[src/rtl/alu_issue.sv]
// ALU issue stage: register file, operand select, scoreboard hazard stall, one-deep output register.
// Optional macro ALU_ISSUE_FWD_EN forwards same-cycle writeback data into a scoreboarded source.
module alu_issue (
    input  logic        clk,
    input  logic        reset,
    input  logic        in_valid,
    output logic        in_ready,
    input  logic [15:0] in_instr,
    input  logic        wb_en,
    input  logic [2:0]  wb_addr,
    input  logic [7:0]  wb_data,
    output logic        out_valid,
    input  logic        out_ready,
    output logic [3:0]  out_mode,
    output logic [7:0]  out_op1,
    output logic [7:0]  out_op2,
    output logic [2:0]  out_rd,
    output logic        out_we,
    output logic        out_illegal
);

    typedef enum logic [1:0] {IDLE, ISSUE, STALL} state_t;

    state_t      state, state_next;
    logic [7:0]  rf [8];
    logic [7:0]  scoreboard;

    logic [3:0]  op;
    logic [2:0]  f_rd, f_rs, f_rt;
    logic [7:0]  imm;

    logic [7:0]  src_mask, pend_mask, wb_mask, set_mask, fwd_mask;
    logic [7:0]  rd_val, rs_val, rt_val;
    logic        hazard, accept, xfer;

    logic [3:0]  d_mode;
    logic [7:0]  d_op1, d_op2;
    logic        d_we, d_illegal;

    assign op   = in_instr[15:12];
    assign f_rd = in_instr[11:9];
    assign f_rs = in_instr[8:6];
    assign f_rt = in_instr[5:3];
    assign imm  = in_instr[7:0];

    // The output register is occupied exactly when the FSM sits in ISSUE.
    assign out_valid = (state == ISSUE);

    assign pend_mask = (out_valid && out_we) ? (8'b1 << out_rd) : '0;
    assign wb_mask   = wb_en ? (8'b1 << wb_addr) : '0;
    assign xfer      = out_valid && out_ready;
    assign set_mask  = (xfer && out_we) ? (8'b1 << out_rd) : '0;

`ifdef ALU_ISSUE_FWD_EN
    assign fwd_mask = scoreboard & wb_mask & ~pend_mask;
`else
    assign fwd_mask = '0;
`endif

    assign rd_val = fwd_mask[f_rd] ? wb_data : rf[f_rd];
    assign rs_val = fwd_mask[f_rs] ? wb_data : rf[f_rs];
    assign rt_val = fwd_mask[f_rt] ? wb_data : rf[f_rt];

    always_comb begin
        d_mode    = '0;
        d_op1     = '0;
        d_op2     = '0;
        d_we      = 1'b0;
        d_illegal = 1'b0;
        src_mask  = '0;
        case (op)
            4'h0: d_mode = op;
            4'h1, 4'h5, 4'h6: begin
                d_mode   = op;
                d_op1    = rs_val;
                d_op2    = rt_val;
                d_we     = 1'b1;
                src_mask = (8'b1 << f_rs) | (8'b1 << f_rt);
            end
            4'h2, 4'h4: begin
                d_mode = op;
                d_op1  = imm;
                d_we   = 1'b1;
            end
            4'h3: begin
                d_mode   = op;
                d_op1    = rd_val;
                d_op2    = imm;
                src_mask = 8'b1 << f_rd;
            end
            4'h7, 4'h8: begin
                d_mode   = op;
                d_op1    = rs_val;
                d_we     = 1'b1;
                src_mask = 8'b1 << f_rs;
            end
            4'h9: begin
                d_mode   = op;
                d_op1    = rd_val;
                d_op2    = imm;
                d_we     = 1'b1;
                src_mask = 8'b1 << f_rd;
            end
            default: d_illegal = 1'b1;
        endcase
    end

    assign hazard   = |(src_mask & (scoreboard | pend_mask) & ~fwd_mask);
    assign in_ready = !reset && !hazard && (!out_valid || out_ready);
    assign accept   = in_valid && in_ready;

    always_comb begin
        state_next = IDLE;
        if (accept)
            state_next = ISSUE;
        else if (out_valid && !out_ready)
            state_next = ISSUE;
        else if (in_valid && hazard)
            state_next = STALL;
    end

    always_ff @(posedge clk) begin
        if (reset) begin
            state       <= IDLE;
            scoreboard  <= '0;
            out_mode    <= '0;
            out_op1     <= '0;
            out_op2     <= '0;
            out_rd      <= '0;
            out_we      <= 1'b0;
            out_illegal <= 1'b0;
            for (int unsigned i = 0; i < 8; i++)
                rf[i] <= '0;
        end else begin
            state      <= state_next;
            // Set wins over clear when a transfer and writeback hit the same register.
            scoreboard <= (scoreboard & ~wb_mask) | set_mask;
            if (wb_en)
                rf[wb_addr] <= wb_data;
            if (accept) begin
                out_mode    <= d_mode;
                out_op1     <= d_op1;
                out_op2     <= d_op2;
                out_rd      <= f_rd;
                out_we      <= d_we;
                out_illegal <= d_illegal;
            end
        end
    end

endmodule

[config.mk]
export PLATFORM = sky130hd
export DESIGN_NAME = alu_issue
export DESIGN_NICKNAME = d
export VERILOG_FILES = /design/src/rtl/alu_issue.sv
export SDC_FILE = /design/constraint.sdc
export NUM_CORES = 1
export LEC_CHECK = 0
export BUFFER_PORTS_ARGS = -buffer_cell sky130_fd_sc_hd__buf_4
export CORE_ASPECT_RATIO = 1.25
export CORE_MARGIN = 4
export CORE_UTILIZATION = 45
export CTS_BUF_LIST = sky130_fd_sc_hd__clkbuf_16
export DETAILED_ROUTE_END_ITERATION = 8
export PLACE_DENSITY = 0.72
export REMOVE_ABC_BUFFERS = 1
export SETUP_SLACK_MARGIN = 0.3
export SYNTH_ARGS = -nofsm -noshare
export SYNTH_HDL_FRONTEND = slang
export SYNTH_SLANG_ARGS = --single-unit
[constraint.sdc]
create_clock -name clk -period 5.4 [get_ports clk]
set_input_delay 0.54 -clock clk [delete_from_list [all_inputs] [get_ports clk]]
set_output_delay 0.54 -clock clk [all_outputs]
set_load 0.02 [all_outputs]
**Yosys cells after proc, flatten, opt, wreduce, memory -nomap -nowiden**

Memories as Yosys holds them, arrays and structs flattened.
Index checks and enable logic that the tools add are counted.

- Memories kept: 4
- RAM bits: 64
- Word-level logic and storage cells: 87
- Bits in read-only memories: 24
- Register bits after elaboration: 35
- Output and inout port bits: 27

Memory list:

| memory | depth | bits a word | rd ports | clocked after Yosys merged registers in | wr ports | RTL line | source |
|---|---|---|---|---|---|---|---|
| rf | 8 | 8 | 3 | 0 | 8 | 25 | `logic [7:0] rf [8];` |
| (no name shown) | 8 | 1 | 1 | 0 | 0 | 62 | `assign rt_val = fwd_mask[f_rt] ? wb_data : rf[f_rt];` |
| (no name shown) | 8 | 1 | 1 | 0 | 0 | 61 | `assign rs_val = fwd_mask[f_rs] ? wb_data : rf[f_rs];` |
| (no name shown) | 8 | 1 | 1 | 0 | 0 | 60 | `assign rd_val = fwd_mask[f_rd] ? wb_data : rf[f_rd];` |

- Muxes and demuxes: 26
- Reductions and logical operators: 24
- Shift operators: 5
- Bitwise gates (word level): 6
- Equality and inequality tests: 10
- Magnitude comparators: 3

Operators with widths:

| operator | number |
|---|---|
| 8-bit 2-to-1 mux | 7 |
| 8-bit one-hot mux with 3 select lines | 2 |
| 1-bit by 3-bit left shift with 8-bit output (first input constant) | 5 |
| 8-bit bitwise OR | 3 |
| 8-bit OR reduction | 3 |
| 8-bit bitwise AND | 2 |
| 4-bit by 3-bit equality test with 1-bit output (second input constant) | 4 |
| 8-bit one-hot mux with 2 select lines | 1 |
| 1-bit 2-to-1 mux | 13 |
| 3-bit by 4-bit < comparator with 1-bit output (second input constant) | 3 |
| 10-bit OR reduction | 1 |
| 4-bit by 2-bit equality test with 1-bit output (second input constant) | 2 |
| 4-bit equality test (second input constant) | 2 |
| 1-bit logical AND | 8 |
| 8-bit inverter | 1 |
| 2-bit OR reduction | 3 |
| 3-bit OR reduction | 2 |
| 5-bit OR reduction | 1 |
| 4-bit by 1-bit equality test with 1-bit output (second input constant) | 1 |
| 1-bit zero test | 4 |
| 4-bit zero test | 1 |
| 4-bit 2-to-1 mux | 1 |
| 3-bit 2-to-1 mux | 1 |
| 2-bit by 1-bit equality test with 1-bit output (second input constant) | 1 |
| other kinds (2) | 2 |

**Longest topological paths before layout**

- Word-level depth: 11
- Mapped depth: 10
- Gate-level depth less buffers: 7

**Least setup slack after synthesis**

OpenSTA, ideal clock, no wires.

- Path kind: input port to output port
- From: in in_instr[14]
- To: out in_ready
- Arrival: 2356 ps
- Path buffers: 2
- Cell stages on the path: 9
- Path slack: 2504 ps
- Path through: buf_2 > and3b_1 > clkbuf_1 > o21ai_1 > a211oi_1 > a41o_1 > nor4_4 > nand2_1 > nor3_1

- Longest elaborated chain between the ends: 8

Ends and longest elaborated chain:

| what | RTL line | source |
|---|---|---|
| from (decl) | 8 | `input logic [15:0] in_instr,` |
| 4-bit by 1-bit equality test with 1-bit output, or another cell as far along | 71 | `case (op)` |
| 3-bit OR reduction / 2-bit OR reduction (equally long branches) | - |  |
| 8-bit one-hot mux with 3 select lines * | 71 |  |
| 8-bit bitwise AND * | 108 | `assign hazard = \|(src_mask & (scoreboard \| pend_mask) & ~fwd_mask);` |
| 8-bit OR reduction * | 108 |  |
| 1-bit zero test * | 109 | `assign in_ready = !reset && !hazard && (!out_valid \|\| out_ready);` |
| 1-bit logical AND * (2 in a row) | 109 |  |
| to (decl) | 7 | `output logic in_ready,` |

Every way passes the cells marked *; elsewhere a longest branch is shown, timed or not.

**Worst setup path in the final report**

- From: in in_instr[15]
- To: out in_ready

The elaborated chain is that of the path after synthesis.

==> results by group <==
Pwr
  • Sw frac: 26.6%
  • Clock power frac: 37.2%
  • Combinational group share of total power: 15.6%
  • Leakage power: 2.60 nW
  • Net switching power: 0.495 mW
  • Peak VDD IR: 155 uV
  • P_int: 1.36 mW
  • Power after layout: 1.86 mW
  • PwrDens: 266 nW/um^2
  • Sequential power share: 47.2%

Global route
  • Vias in the first global route: 4297
  • Total track usage: 19.1%
  • Initial antenna violation count: 0
  • Grt ovf: 0
  • First-pass GRT wire length: 23.6 mm
  • Largest net degree at the start of global routing: 66

Floorplanning
  • Initial Util: 46.5%
  • Core Box Area: 13300 sq um
  • Die W: 113 um
  • Die Y: 139 um
  • Die ar.: 15700 sq um
  • Row Count: 47
  • IO Pins: 59

Critical path
  • CP endpoint: in_ready
  • Delay-heaviest family, CP: simple AND/OR/NAND/NOR gates
  • Worst path bufs/invs: 2
  • Reg2Reg Setup Slack: 2560 ps
  • Worst r2r dst: out_op2[5]
  • Worst setup EP type: output port
  • Crit path required time: 4860 ps
  • Crit-path cells: buf_4, xnor2_1, nor3b_2, nand2_1, o41ai_2, nor4_4, nand2_1, nor3_1, buf_4
  • CP startpoint kind: input pin
  • CP Max Fanout: 21
  • FF-to-FF path depth: 7
  • Max incr delay on CP: 1030 ps
  • Slowest cell on crit path: nor3b_2
  • Critical Path AT: 2870 ps
  • Crit path kind: input pin to output port
  • Start of the worst register-to-register path: out_rd[0]
  • Critical Path Stages: 9
  • Crit. Startpoint: in_instr[15]

CTS
  • Worst skew pair latency: 350 ps
  • CTS tree: yes
  • H-tree levels: 3
  • CTS Buf Count: 9
  • Maximum clock path buffer count: 2
  • Post-CTS setup buffers: 0
  • Cts repair resizes: 0
  • Root buffer cell: clkbuf_16
  • Clock transition at the registers of the reported paths: 80 ps
  • Hold buffer count at cts: 0
  • TritonCTS Sinks: 99

Synth
  • Synth area leaders: edfxtp_1 (31%), mux4_2 (17%), dfxtp_1 (11%), and2_1 (6.5%), mux2i_1 (3.9%)
  • Unique masters post-synth: 54
  • Synth Warn #: 0
  • Post-synth EDFFs: 64
  • Yosys top cell by area: edfxtp_1
  • Sequential share of the synthesized area: 42.3%
  • Top_reg_cell synth: edfxtp_1
  • Syn Inst Count: 530
  • Commonest cells post-synth: and2_1 (64), edfxtp_1 (64), nor2_1 (52)
  • Synth top area share: 31.0%
  • Mapped Avg Cell Area: 11.7 sq um
  • Mapped cell area: 6200 sq um
  • Ys async rst share: 0%
  • Synth Register Bits: 99

Timing
  • Final Hold Vio Count: 0
  • Final period utilization: 63.1%
  • Worst Tran Pin Value: 1310 ps
  • Unrepaired setup endpoints after global routing: false
  • Slew HR: 12.0%
  • Max Clock Freq: 0.293 GHz
  • Slew Viols, Final: 0
  • Final setup vio count: 0
  • Fin Clk Skew: 7.54 ps
  • Period minus WS final: 3410 ps
  • Setup TNS: 0 ps

Routing
  • Post-DR wirelength/cell: 19.9 um
  • DRC Markers: 0
  • Initial drt markers: 491
  • ANT nets after route: 0
  • Drt total wl: 14.6 mm
  • Initial DRT Pass Iterations: 5
  • Via-to-Cell Ratio: 5.96
  • Vias: 4363

Cells and area
  • N_diodes: 0
  • Layout overhead on the synthesized area: 12.6%
  • Post-layout nets: 588
  • Share of layout cells above drive strength 1: 28.7%

Place
  • Port bufs: 58
  • Final Wtd Congestion: 0.828
  • HPWL after detailed placement: 10.0 mm

Hold path
  • Worst min path class: input pin to register

Run
  • Max-cap violations: 0

Run status
  • Outcome: complete, no violations
[power groups by stage]
| stage | Sequential [mW] | Combinational, mW | Clock (mW) |
|---|---|---|---|
| 6_report | 0.877 | 0.290 | 0.692 |
| 5_1_grt | 0.882 | 0.315 | 0.733 |
| 4_1_cts | 0.876 | 0.292 | 0.694 |
| 3_5_place_dp | 0.893 | 0.291 | 0 |
| 3_3_place_gp | 0.888 | 0.287 | 0 |
| 2_1_floorplan | 0.890 | 0.170 | 0 |
[worst min-delay path by stage]
stage / startpoint / slack [ps] / cells after the start / end
3_5_place_dp: scoreboard[7] / 460 / 2 / scoreboard[7]
6_report: in_valid / 470 / 2 / state[1]
3_3_place_gp: scoreboard[5] / 460 / 2 / scoreboard[5]
5_1_grt: scoreboard[6] / 490 / 2 / scoreboard[6]
2_1_floorplan: scoreboard[3] / 440 / 2 / scoreboard[3]
4_1_cts: in_valid / 470 / 2 / state[1]
[area by class of cell]
type	count	area, sq um
Fill cell	1122	6370
Multi-Input combinational cell	380	3360
Sequential cell	99	2620
Timing Repair Buffer	58	435
Clock buffer	9	225
Tap cell	171	214
Clock inverter	7	95.1
Inverter	8	30.0
[worst register-to-register path, cell delays in order (launching register included)]
cell and delay (ps):
dfxtp_1 530, nor2_1 140, a21oi_1 270, mux2i_1 130
a41o_1 290, nor4_4 350, nand4_4 530, mux2_4 500
[layout by cell type, fill, tap and decap left out, types with 2 or more instances in the layout]
cell,instances
a31o_2,3
a221oi_1,8
or3_1,2
edfxtp_1,64
inv_1,8
a31oi_1,4
mux2i_1,24
nand3b_1,3
nor4bb_1,2
and4b_1,2
nand2_1,17
mux4_2,48
clkinv_4,2
nand2b_1,14
clkbuf_16,9
nor2_1,52
o21ai_0,16
nor4_1,2
nor3_1,8
inv_8,2
and3_1,2
and2_1,64
a211o_1,2
buf_4,58
mux2_2,13
nor2b_1,26
a211oi_1,3
a21oi_1,19
mux2_4,14
nand3_1,4
xnor2_1,2
dfxtp_1,35
or3b_2,2
o21bai_1,4
nor4b_1,2
[cells by family (layout without fill, tap and decap cells)]
| kind of cell | count (synthesis) | in the layout | share of synthesized area (%) |
|---|---|---|---|
| flops | 99 | 99 | 42.3 |
| simple gates | 210 | 210 | 19.4 |
| mux | 99 | 99 | 27.1 |
| compound gates | 69 | 69 | 7.39 |
| xor+xnor | 2 | 2 | 0.283 |
| buf+inv | 51 | 82 | 3.57 |
[registers in the layout, indices dropped and copies added (netlist names)]
register,count
out_we,1
out_illegal,1
out_op2,8
out_op1,8
state,2
out_rd,3
rf,64
out_mode,4
scoreboard,8
[per-stage QoR]
stage                     util (%)  cells  area, sq um  hold WS [ps]  setup WS (ps)
after global placement        49.9    716         6660           460           1980
after global routing          52.3    732         6980           488           1810
after detailed placement      49.9    716         6660           462           1910
after CTS                     52.3    732         6980           466           1990
after floorplan                  -    487         6010           445           2600
final                         52.3    732         6980           469           1990
[layer usage]
layer | GRT usage [%] | share of wire [%] | vias up | routed length [um]
li1 | - | - | 2029 | -
met1 | 25.3 | 42 | 2158 | 6080
met2 | 32.4 | 51 | 163 | 7430
met3 | 3.39 | 6.0 | 13 | 877
met4 | 5.32 | 1.4 | 0 | 198
met5 | 0 | 0 | - | 0
Power figures use the tool's default switching activity.
